[src/rtl/seq_wide_comparator_pkg.sv]
// Purpose : shared types and constants for the nibble-serial wide magnitude comparator.
// Contents: FSM state encoding, one-hot {lt,eq,gt} cascade encoding, initial cascade value.
// Users   : seq_wide_comparator (top) and cmp4_cascade (compare slice).
package seq_wide_comparator_pkg;

  typedef enum logic [1:0] {
    IDLE = 2'd0,
    RUN  = 2'd1,
    DONE = 2'd2
  } state_t;

  // Cascade word is {lt, eq, gt}; exactly one bit set while a compare is in flight.
  localparam logic [2:0] CASC_LT   = 3'b100;
  localparam logic [2:0] CASC_EQ   = 3'b010;
  localparam logic [2:0] CASC_GT   = 3'b001;

  // Before any nibble is seen the operands are treated as equal, so the first
  // differing nibble (walking upward) sets the answer and higher ones override it.
  localparam logic [2:0] CASC_INIT = CASC_EQ;

endpackage

[src/rtl/seq_wide_comparator_cmp4.sv]
// Purpose : combinational 4-bit magnitude compare slice with {lt,eq,gt} cascade in/out.
// Latency : none (pure combinational); no flow control.
// Ports   : i_a/i_b nibbles, i_casc cascade from lower nibbles, o_casc cascade result.
module cmp4_cascade
  import seq_wide_comparator_pkg::*;
(
  input  logic [3:0] i_a,
  input  logic [3:0] i_b,
  input  logic [2:0] i_casc,
  output logic [2:0] o_casc
);

  // A differing nibble decides on its own; equal nibbles defer to the lower ones.
  always_comb begin
    o_casc = i_casc;
    if (i_a > i_b) begin
      o_casc = CASC_GT;
    end else if (i_a < i_b) begin
      o_casc = CASC_LT;
    end
  end

endmodule

[src/rtl/seq_wide_comparator.sv]
// Purpose : wide unsigned/two's-complement magnitude compare using one 4-bit slice over time.
// Latency : start sampled at edge k -> busy NIBBLES cycles -> done pulse in the following cycle.
// Backpressure: none; start is only accepted when busy=0 and is dropped (not queued) otherwise.
// Ports   : clk, rst_n (async, active low); start/signed_mode/A/B request; busy, done,
//           A_lt_B/A_eq_B/A_gt_B held result (all zero until the first done).
module seq_wide_comparator
  import seq_wide_comparator_pkg::*;
#(
  parameter int NIBBLES = 8,
  parameter int CNT_W   = $clog2(NIBBLES)
) (
  input  logic                   clk,
  input  logic                   rst_n,
  input  logic                   start,
  input  logic                   signed_mode,
  input  logic [4*NIBBLES-1:0]   A,
  input  logic [4*NIBBLES-1:0]   B,
  output logic                   busy,
  output logic                   done,
  output logic                   A_lt_B,
  output logic                   A_eq_B,
  output logic                   A_gt_B
);

  localparam int W     = 4 * NIBBLES;
  localparam int IDX_W = CNT_W + 2;
  localparam logic [CNT_W-1:0] LAST_IDX = CNT_W'(NIBBLES - 1);

  state_t             r_state;
  state_t             w_state_nxt;
  logic               w_accept;
  logic               w_last;

  logic [W-1:0]       r_a;
  logic [W-1:0]       r_b;
  logic               r_signed;
  logic [CNT_W-1:0]   r_idx;
  logic [2:0]         r_casc;
  logic [2:0]         r_res;

  logic [W-1:0]       w_sign_mask;
  logic [W-1:0]       w_a_fix;
  logic [W-1:0]       w_b_fix;
  logic [IDX_W-1:0]   w_bit_idx;
  logic [3:0]         w_a_nib;
  logic [3:0]         w_b_nib;
  logic [2:0]         w_slice;

  // ---------------------------------------------------------------------------
  // FSM
  // ---------------------------------------------------------------------------
  always_ff @(posedge clk or negedge rst_n) begin
    if (!rst_n) begin
      r_state <= IDLE;
    end else begin
      r_state <= w_state_nxt;
    end
  end

  always_comb begin
    w_state_nxt = r_state;
    w_accept    = 1'b0;
    w_last      = 1'b0;
    case (r_state)
      IDLE: begin
        if (start) begin
          w_accept    = 1'b1;
          w_state_nxt = RUN;
        end
      end
      RUN: begin
        if (r_idx == LAST_IDX) begin
          w_last      = 1'b1;
          w_state_nxt = DONE;
        end
      end
      DONE: begin
        // A start in the DONE cycle chains straight into the next compare.
        if (start) begin
          w_accept    = 1'b1;
          w_state_nxt = RUN;
        end else begin
          w_state_nxt = IDLE;
        end
      end
      default: w_state_nxt = IDLE;
    endcase
  end

  assign busy = (r_state == RUN);
  assign done = (r_state == DONE);

  // ---------------------------------------------------------------------------
  // Datapath: sign fix-up and nibble select
  // ---------------------------------------------------------------------------
  // Flipping the top bit maps two's-complement onto offset binary, so the
  // unsigned slice then orders signed values correctly. Only the MSB nibble sees it.
  assign w_sign_mask = {r_signed, {(W-1){1'b0}}};
  assign w_a_fix     = r_a ^ w_sign_mask;
  assign w_b_fix     = r_b ^ w_sign_mask;

  assign w_bit_idx   = {r_idx, 2'b00};
  assign w_a_nib     = w_a_fix[w_bit_idx +: 4];
  assign w_b_nib     = w_b_fix[w_bit_idx +: 4];

  cmp4_cascade u_slice (
    .i_a    (w_a_nib),
    .i_b    (w_b_nib),
    .i_casc (r_casc),
    .o_casc (w_slice)
  );

  // ---------------------------------------------------------------------------
  // Operand capture, index counter, cascade and result registers
  // ---------------------------------------------------------------------------
  always_ff @(posedge clk or negedge rst_n) begin
    if (!rst_n) begin
      r_a      <= '0;
      r_b      <= '0;
      r_signed <= 1'b0;
      r_idx    <= '0;
      r_casc   <= '0;
      r_res    <= '0;
    end else begin
      if (w_accept) begin
        r_a      <= A;
        r_b      <= B;
        r_signed <= signed_mode;
        r_idx    <= '0;
        r_casc   <= CASC_INIT;
      end else if (r_state == RUN) begin
        r_casc <= w_slice;
        // Index parks on the last nibble rather than wrapping.
        if (!w_last) begin
          r_idx <= r_idx + CNT_W'(1);
        end
      end

      // Result only moves on the final nibble, so it holds through later RUN phases.
      if (w_last) begin
        r_res <= w_slice;
      end
    end
  end

  assign A_lt_B = r_res[2];
  assign A_eq_B = r_res[1];
  assign A_gt_B = r_res[0];

endmodule
[config.mk]
export PLATFORM = sky130hd
export DESIGN_NAME = seq_wide_comparator
export DESIGN_NICKNAME = d
export VERILOG_FILES = /design/src/rtl/seq_wide_comparator_pkg.sv /design/src/rtl/seq_wide_comparator_cmp4.sv /design/src/rtl/seq_wide_comparator.sv
export SDC_FILE = /design/constraint.sdc
export NUM_CORES = 1
export LEC_CHECK = 0
export CORE_MARGIN = 5
export CORE_UTILIZATION = 30
export CTS_CLUSTER_DIAMETER = 100
export DETAILED_ROUTE_END_ITERATION = 8
export GPL_TIMING_DRIVEN = 0
export MAX_ROUTING_LAYER = met4
export PLACE_DENSITY = 0.49
export SLEW_MARGIN = 0
export SYNTH_ARGS = -nofsm -noshare
export SYNTH_HDL_FRONTEND = slang
export SYNTH_HIERARCHICAL = 1
export SYNTH_SLANG_ARGS = --single-unit
[constraint.sdc]
create_clock -name clk -period 7 [get_ports clk]
set_input_delay 1.05 -clock clk [delete_from_list [all_inputs] [get_ports clk]]
set_output_delay 1.05 -clock clk [all_outputs]
set_load 0.02 [all_outputs]
==> metrics.txt <==
status=completed; starting density of the core=30.9%; WP data required=7.21 ns; Post-synth EDFFs=0; WL per Instance=17.1 µm; share of layout cells above drive strength 1=34.8%; Std-Cell Rows=39; via count=2118; Main synth FF type=dfrtp_1; Yosys cell types=29; hold_ws=0.496 ns; H-tree Lvls=3; hpwl dp=5.86 mm; final-report hold violation count=0; Hold Crit Class=flop to flop; final setup skew=0.00679 ns; number of global-route vias before repair=2389; clock-pin transition on the worst setup and hold timing paths=0.06 ns; Post-Synthesis Cell Area=3560 µm²; Setup crit start kind=flop; post-synthesis async set-or-reset flop share=100%; Slowest-stage cell, CP=dfrtp_1; CTS max path bufs=2; area post-placement=4490 µm²; first-pass GRT wire length=12.8 mm; diode count=0; post-synthesis cell count=230; vias per cell=4.58; Worst Max-Slew Pin Slew=0.750 ns; core area=11500 µm²; flops & latches, synth=76; post-synthesis sequential area ratio=53.4%; CP Max Fanout=10; Pleak=2.03 nW; Pwr Density=469 nW/µm²; cts hold-fix bufs=0; Tcrit/Tclk final=38.9%; IO Pins=73; clk_lat worst skew=0.33 ns; DRC viols=0; yosys warns=6; Final Routed Wirelength=7.88 mm; Final Slew Violations=0; f_max=368 MHz; Die X=119 µm; Resized cells post-CTS=0; FILL cells=1098; Global Route Usage Sum=12.1%; Peak VDD IR=0.132 mV; # clock sinks=76; CTS Root Cell=clkbuf_16; largest net degree at the start of global routing=60; aggregate global routing overflow=0; syn_nets=304; aggregate negative setup slack=0 ns; design area=4810 µm²; Crit Path Category=flop to flop; initial DRC count=43; Worst slew margin=49.9%; area growth from synthesis to layout=34.9%; crit path cell chain=buf_2 > buf_2 > mux4_2 > mux2_4 > ha_1 > nor2b_4 > o211ai_2 > a22oi_1 > mux2_2; CTS buffer count=9; unrepaired setup endpoints after global routing=false; Initial DRT Pass Iterations=3; input/output buffers=72; gp weighted congestion=0.785; CP peak stage delay=0.34 ns; Die Area=14200 µm²; Critical Path Sink Type=flop; CP arrival=2.93 ns; # setup viols final=0; postcts setup bufs=0; chip height=119 µm; Max Cap Viol=0; initial antenna violation count=0; Layout Nets=388; final worst path period need=2.72 ns; Worst Path Buf+Inv=2; CTS tree=built; most frequent cell on the critical path=buf_2; ANT nets after route=0; CP delay by family, top=multiplexers; Syn Area/Cell=15.5 µm²
-- per-stage QoR --
stage	setup slack, ns	cells	utilization (%)	total power [mW]
after floorplan	4.54	230	-	1.51
after global placement	2.01	445	38.7	1.76
after detailed placement	4.11	446	39.0	1.78
after CTS	4.22	462	41.7	2.29
after global routing	4.11	462	41.7	2.41
final	4.28	462	41.7	2.25
-- flip-flops by register name, summed over array words and instances, names as in the netlist --
| name | count |
|---|---|
| r_a | 32 |
| r_b | 32 |
| r_casc | 3 |
| r_idx | 3 |
| r_res | 3 |
| r_signed | 1 |
| r_state | 2 |
-- cells in the mapped netlist (3+ instances only) --
| master | instances | area [µm²] |
|---|---|---|
| mux2_4 | 3 | 45.0 |
| dfrtp_1 | 76 | 1900 |
| buf_2 | 10 | 50.1 |
| inv_1 | 8 | 30.0 |
| nor2b_1 | 3 | 18.8 |
| mux4_1 | 11 | 289 |
| ha_1 | 6 | 75.1 |
| mux2_2 | 73 | 822 |
| nor2_1 | 5 | 18.8 |
| mux4_2 | 3 | 67.6 |
| nand2_1 | 4 | 15.0 |
| a22o_1 | 3 | 26.3 |
| o21ai_0 | 3 | 15.0 |
| o22ai_1 | 4 | 25.0 |
-- final timing paths --
kind | to | cells past startpoint | from | slack [ns]
worst min-delay path | r_a[20]$_DFFE_PN0P_ | 1 | r_a[20]$_DFFE_PN0P_ | 0.50
worst max register to register | r_res[0]$_DFFE_PN0P_ | 9 | r_idx[1]$_DFFE_PN0P_ | 4.28
max in group asynchronous | r_a[0]$_DFFE_PN0P_ | 2 | rst_n | 5.84
min in group asynchronous | r_b[17]$_DFFE_PN0P_ | 1 | rst_n | 0.59
worst max-delay path | r_res[0]$_DFFE_PN0P_ | 9 | r_idx[1]$_DFFE_PN0P_ | 4.28
worst min register to register | r_a[20]$_DFFE_PN0P_ | 1 | r_a[20]$_DFFE_PN0P_ | 0.50
-- report_power, final --
| part | switching (mW) | total, mW | internal, mW |
|---|---|---|---|
| clock | 0.174 | 0.495 | 0.321 |
| combinational | 0.404 | 0.990 | 0.586 |
| sequential | 0.106 | 0.767 | 0.661 |
-- layer usage --
| layer | share of wire (%) | GRT usage, % | up-vias |
|---|---|---|---|
| met1 | 47 | 15.4 | 1045 |
| met2 | 46 | 18.6 | 47 |
| met4 | 1.5 | 3.91 | 0 |
| met3 | 4.8 | 3.74 | 11 |
| li1 | - | - | 1015 |
| met5 | 0 | - | - |
-- cells by family (layout without fill, tap and decap cells) --
kind of cell / Yosys count / in the layout / synth area share, %
AND/OR/NAND/NOR: 17 / 17 / 2.70
multiplexers: 92 / 92 / 34.9
AO/OA/AOI/OAI: 14 / 14 / 2.81
flip-flops: 76 / 76 / 53.4
adder cells (fa/ha/maj): 6 / 6 / 2.11
buffers and inverters: 22 / 111 / 3.34
XOR/XNOR: 3 / 3 / 0.738
-- final cells by class --
type                       count  area, µm²  share of cell area, %
sequential                    76       1900                   39.6
multi-input combinational    132       1540                   32.1
timing repair buffer          73        746                   15.5
clock buffer                  12        246                   5.13
tap                          143        179                   3.72
buffer                        14       88.8                   1.85
clock inverter                 4       72.6                   1.51
inverter                       8       30.0                  0.625
-- cell usage in the layout, fill, tap and decap left out, types with 2 or more instances in the layout --
master	count
a22o_1	3
buf_2	10
bufinv_16	2
clkbuf_1	4
clkbuf_16	9
clkdlybuf4s50_1	71
dfrtp_1	76
ha_1	6
inv_1	8
mux2_2	73
mux2_4	3
mux2i_1	2
mux4_1	11
mux4_2	3
nand2_1	4
nor2_1	5
nor2b_1	3
o21ai_0	3
o22ai_1	4
xor2_1	2
Power figures use the tool's default switching activity.
==> variant 1, RTL diff (config.mk and constraints unchanged) <==
Set the parameter `NIBBLES` to 16 (it was 8).
--- a/src/rtl/seq_wide_comparator.sv
+++ b/src/rtl/seq_wide_comparator.sv
@@ -6,7 +6,7 @@
 module seq_wide_comparator
   import seq_wide_comparator_pkg::*;
 #(
-  parameter int NIBBLES = 8,
+  parameter int NIBBLES = 16,
   parameter int CNT_W   = $clog2(NIBBLES)
 ) (
   input  logic                   clk,
Ports: changed (resized A and B); port bits go from 73 to 137. The function was not compared with the original's and may differ.
==> variant 1 against the original RTL <==
Critical endpoint is now r_res[2]; wire length increased by 130%; die area increased by 75%; hold slack got worse by 0.012 ns; total power increased by 80%; final area increased by 85%; setup slack got worse by 0.23 ns; sequential cell count increased by 65; area after synthesis increased by 83%.
==> variant 1: results (changes against the original RTL) <==
yosys:
  most_area_consuming_cells_after_synthesis: "sky130_fd_sc_hd__dfrtp_1, sky130_fd_sc_hd__mux2_2, sky130_fd_sc_hd__mux2_1"
  synth-compound-area-share_pct: 5.02  # +2.2 points
  yosys.area_share.xor_xnor_pct: 0.671  # -0.066 points
  yosysUniqueCellTypes: 39  # +34%
  post_synth_fa_ha_maj_area_fraction_pct: 0.959  # -1.1 points
  yosysSeqAreaShare_pct: 54.1  # +0.69 points
  syn_nets: 573  # +88%
  yosys-mux-area-fraction_pct: 33.3  # -1.6 points
  ys_top_cells_by_count: "sky130_fd_sc_hd__dfrtp_1, sky130_fd_sc_hd__mux2_2, sky130_fd_sc_hd__mux2_1"
min_path:
  hold_class: "reg2reg"
  min-delay-start: "r_res[0]"
  holdPathEnd: "r_res[0]"
final_layout:
  biggestRegsByFlops: "r_a (64), r_b (64), r_idx (4)"
  final_net_count: 729  # +88%
setup_path:
  r2r_start: "r_idx[0]"
  timing.rr.end: "r_res[2]"
  r2r_slack_ns: 4.05  # -0.23 ns
  cp_data_arrival_time_ns: 3.25  # +0.32 ns
grt:
  first_global_vias: 4786  # +100%
  grt_max_degree: 79  # +32%
  grt_use_met1_pct: 20.4  # +5.0 points
  met2_demand_to_capacity_share_in_global_routing_pct: 22.6  # +4.0 points
  grt_first_pass_wirelength_um: 27100  # +110%
  global_route.usage.met3_pct: 3.02  # -0.72 points
drt:
  dr.pass1.iters: 4  # +1
  drt-initial-drc-count: 185  # +330%
  route.detailed.vias_per_inst: 4.76  # +3.8%
  avgRoutedWirePerCell_um: 20.1  # +18%
cts:
  clock_h_tree_levels: 4  # +1
  source_to_sink_clock_delay_at_the_later_pin_of_the_worst_skew_pair_ns: 0.42  # +0.09 ns
  cts_made_buffers: 17  # +8
power_and_ir_drop:
  max_rail_drop_vdd_v: 0.000143  # +8.8%
timing:
  clock-skew-final_ns: 0.0168  # +0.0100 ns
  maxSlewHeadroom_pct: 49.7  # -0.19 points
status:
  outcome: "completed"
==> variant 1: cell types whose count changed after synthesis, sizes merged, moves of 4 or more <==
cell	change
o21ai	+5
nand3	+4
mux4	+4
mux2i	+26
dfrtp	+65
a221oi	+13
a22oi	+6
mux2	+56
nand2	+7
buf	+14
==> variant 1: power by group through the flow <==
stage | Sequential [mW] | Clock (mW) | Combinational [mW]
2_1_floorplan | 1.38 | 0 | 1.23
3_3_place_gp | 1.43 | 0 | 1.66
3_5_place_dp | 1.45 | 0 | 1.71
4_1_cts | 1.44 | 0.973 | 1.71
5_1_grt | 1.49 | 1.00 | 1.85
6_report | 1.44 | 0.947 | 1.67
==> variant 1: stage by stage <==
step           util [%]  setup WS, ns  cell area (um2)  hold slack, ns  cells
3_5_place_dp       38.2          3.92             8270           0.471    853
4_1_cts            41.1          4.04             8890           0.485    885
2_1_floorplan         -          4.53             6530           0.452    436
6_report           41.1          4.05             8890           0.484    885
3_3_place_gp       38.1        -0.873             8240           0.463    852
5_1_grt            41.1          3.87             8890           0.507    885
==> variant 1: final cells by class <==
type	count	area (um2)	share of cell area [%]
clock buffer	23	488	5.49
sequential	141	3530	39.7
buffer	28	194	2.18
tap	280	350	3.94
multi-input combinational	261	2780	31.3
inverter	6	22.5	0.253
timing repair buffer	137	1390	15.6
clock inverter	9	133	1.49
==> variant 1: how the worst max path moves through the flow <==
stage	from	to	slack [ns]	depth (start not counted)
2_1_floorplan	r_idx[0]	r_res[2]	4.53	10
3_3_place_gp	rst_n	r_a[16]	-0.87	1
3_5_place_dp	start	r_a[32]	3.92	6
4_1_cts	r_idx[0]	r_res[2]	4.04	11
5_1_grt	r_idx[1]	r_res[0]	3.87	11
6_report	r_idx[0]	r_res[2]	4.05	11
==> variant 1: per-layer routing <==
metal	vias to the layer above	wire length (um)
met1	2176	8090
met4	0	310
met3	16	718
met2	91	8660
li1	1930	-
met5	-	0
==> variant 1: worst max-delay path, cell delays in order, from the launching register on <==
cell                       delay [ns]
sky130_fd_sc_hd__dfrtp_1         0.40
sky130_fd_sc_hd__buf_6           0.14
sky130_fd_sc_hd__buf_6           0.17
sky130_fd_sc_hd__mux2i_1         0.15
sky130_fd_sc_hd__a221oi_1        0.56
sky130_fd_sc_hd__o21ai_0         0.18
sky130_fd_sc_hd__nand2_1         0.13
sky130_fd_sc_hd__inv_1           0.05
sky130_fd_sc_hd__ha_1            0.29
sky130_fd_sc_hd__and4_1          0.24
sky130_fd_sc_hd__a22o_1          0.22
sky130_fd_sc_hd__mux2_1          0.29
==> variant 2, RTL diff (same settings) <==
Made on the original files. Reset style: synchronous (`rst_n`), changed in 2 clocked blocks. Comments in the files are not updated.
--- a/src/rtl/seq_wide_comparator.sv
+++ b/src/rtl/seq_wide_comparator.sv
@@ -49,7 +49,7 @@
   // ---------------------------------------------------------------------------
   // FSM
   // ---------------------------------------------------------------------------
-  always_ff @(posedge clk or negedge rst_n) begin
+  always_ff @(posedge clk) begin
     if (!rst_n) begin
       r_state <= IDLE;
     end else begin
@@ -113,7 +113,7 @@
   // ---------------------------------------------------------------------------
   // Operand capture, index counter, cascade and result registers
   // ---------------------------------------------------------------------------
-  always_ff @(posedge clk or negedge rst_n) begin
+  always_ff @(posedge clk) begin
     if (!rst_n) begin
       r_a      <= '0;
       r_b      <= '0;
Check against the original RTL: differs if rst_n is asserted again (counterexample within 4 cycles, from zero or initial values and one cycle with rst_n low); with rst_n held inactive, the same outputs for 10 cycles.
==> variant 2 against the original RTL <==
Register-to-register slack better by 0.07 ns; critical path depth is 6 lower; first-iteration DRC count is 100% higher; wire length is 14% higher; sequential cell count stayed put; hold slack worse by 0.049 ns; area after synthesis is 2.0% lower; cell count is 32% higher; setup slack worse by 0.10 ns; final area is 3.6% lower.
Power is not compared: it rests on default switching activity, and its combinational part moved more than twofold at a synthesized area within 25%.
==> variant 2: results (changes against the original RTL) <==
grt:
  grt_max_degree: 12  # -80%
  track_usage_pct: 13.6  # +1.4 points
  grt_first_pass_wirelength_um: 14500  # +13%
yosys:
  ys_top_cells_by_count: "sky130_fd_sc_hd__nand2_1, sky130_fd_sc_hd__dfxtp_1, sky130_fd_sc_hd__a21boi_1"
  syn_nets: 457  # +50%
  synth_area_per_cell_um2: 9.12  # -41%
  yosysSeqAreaShare_pct: 43.6  # -9.8 points
  yosysUniqueCellTypes: 34  # +17%
  most_area_consuming_cells_after_synthesis: "sky130_fd_sc_hd__dfxtp_1, sky130_fd_sc_hd__a21boi_1, sky130_fd_sc_hd__nand2_1"
  synth-async-reset-ratio_pct: 0  # -100 points
drt:
  drt-initial-drc-count: 88  # +100%
  avgRoutedWirePerCell_um: 14.7  # -14%
  vias: 2858  # +35%
  dr.pass1.iters: 4  # +1
  routed_wirelength_um: 9010  # +14%
setup_path:
  crit_path_end: "busy"
  r2r_slack_ns: 4.35  # +0.07 ns
  r2r_cells: 10  # +1
  r2r_start: "r_idx[1]"
  timing.rr.end: "r_casc[0]"
  timing.critical_path.from: "r_state[0]"
  cp_data_arrival_time_ns: 1.77  # -1.16 ns
final_layout:
  drive_above_1_share_pct: 9.59  # -25 points
  final_net_count: 539  # +39%
  fill_cells: 1196  # +8.9%
status:
  outcome: "completed"
timing:
  clock-skew-final_ns: 0.00881  # +0.00201 ns
  worst-slew-pin-transition_ns: 0.520  # -0.230 ns
  min_period_ns: 2.82  # +0.100 ns
min_path:
  min_path_cells: 2  # +1
place:
  placed_cells_incl_taps: 597  # +34%
  post-place-ws_ns: 4.20  # +0.0929 ns
  routabilityCongestion: 0.768  # -2.2%
  dpl_cell_area_um2: 4380  # -2.3%
cts:
  post_cts.repair.setup_buffers: 0  # unchanged
## variant 2: layout make-up
type	count	area, um2	share of cell area, %
inverters	7	26.3	0.567
well taps	143	179	3.86
clock inverters	3	15.0	0.324
multi-input cells	272	1810	39.0
plain buffers	28	135	2.92
clock buffers	12	236	5.10
repair buffers	71	711	15.3
flip-flops and latches	76	1520	32.8
## variant 2: per-layer routing
metal / up-vias / GRT usage, % / wire (um)
met2: 55 / 20.1 / 4180
met3: 12 / 3.03 / 282
met1: 1327 / 18.3 / 4400
met4: 0 / 4.59 / 151
met5: - / - / 0
li1: 1464 / - / -
## variant 2: how the worst min path moves through the flow
stage / startpoint / slack [ns] / to
finish: r_b[22] / 0.45 / r_b[22]
global route: r_a[9] / 0.46 / r_a[9]
CTS: r_a[19] / 0.45 / r_a[19]
detailed placement: r_a[19] / 0.44 / r_a[19]
global placement: r_b[4] / 0.44 / r_b[4]
floorplan: r_b[20] / 0.43 / r_b[20]
## variant 2: logic make-up (layout without fill, tap and decap cells)
group / Yosys count / count (layout) / share of synthesized area (%)
multiplexers: 25 / 25 / 12.9
flip-flops: 76 / 76 / 43.6
XOR/XNOR: 3 / 3 / 0.753
AO/OA/AOI/OAI: 81 / 81 / 17.5
buffers and inverters: 35 / 121 / 4.62
AND/OR/NAND/NOR: 157 / 157 / 18.5
adder cells (fa/ha/maj): 6 / 6 / 2.15
## variant 2: worst max-delay path, cell delays in order (launching register included)
cell	delay [ns]
sky130_fd_sc_hd__dfxtp_1	0.45
sky130_fd_sc_hd__nor2b_1	0.15
sky130_fd_sc_hd__buf_2	0.20
sky130_fd_sc_hd__clkdlybuf4s50_1	0.63
## variant 2: power breakdown
| group | internal (mW) | switching (mW) |
|---|---|---|
| sequential | 0.458 | 0.0138 |
| clock | 0.236 | 0.170 |
| combinational | 0.0860 | 0.0734 |
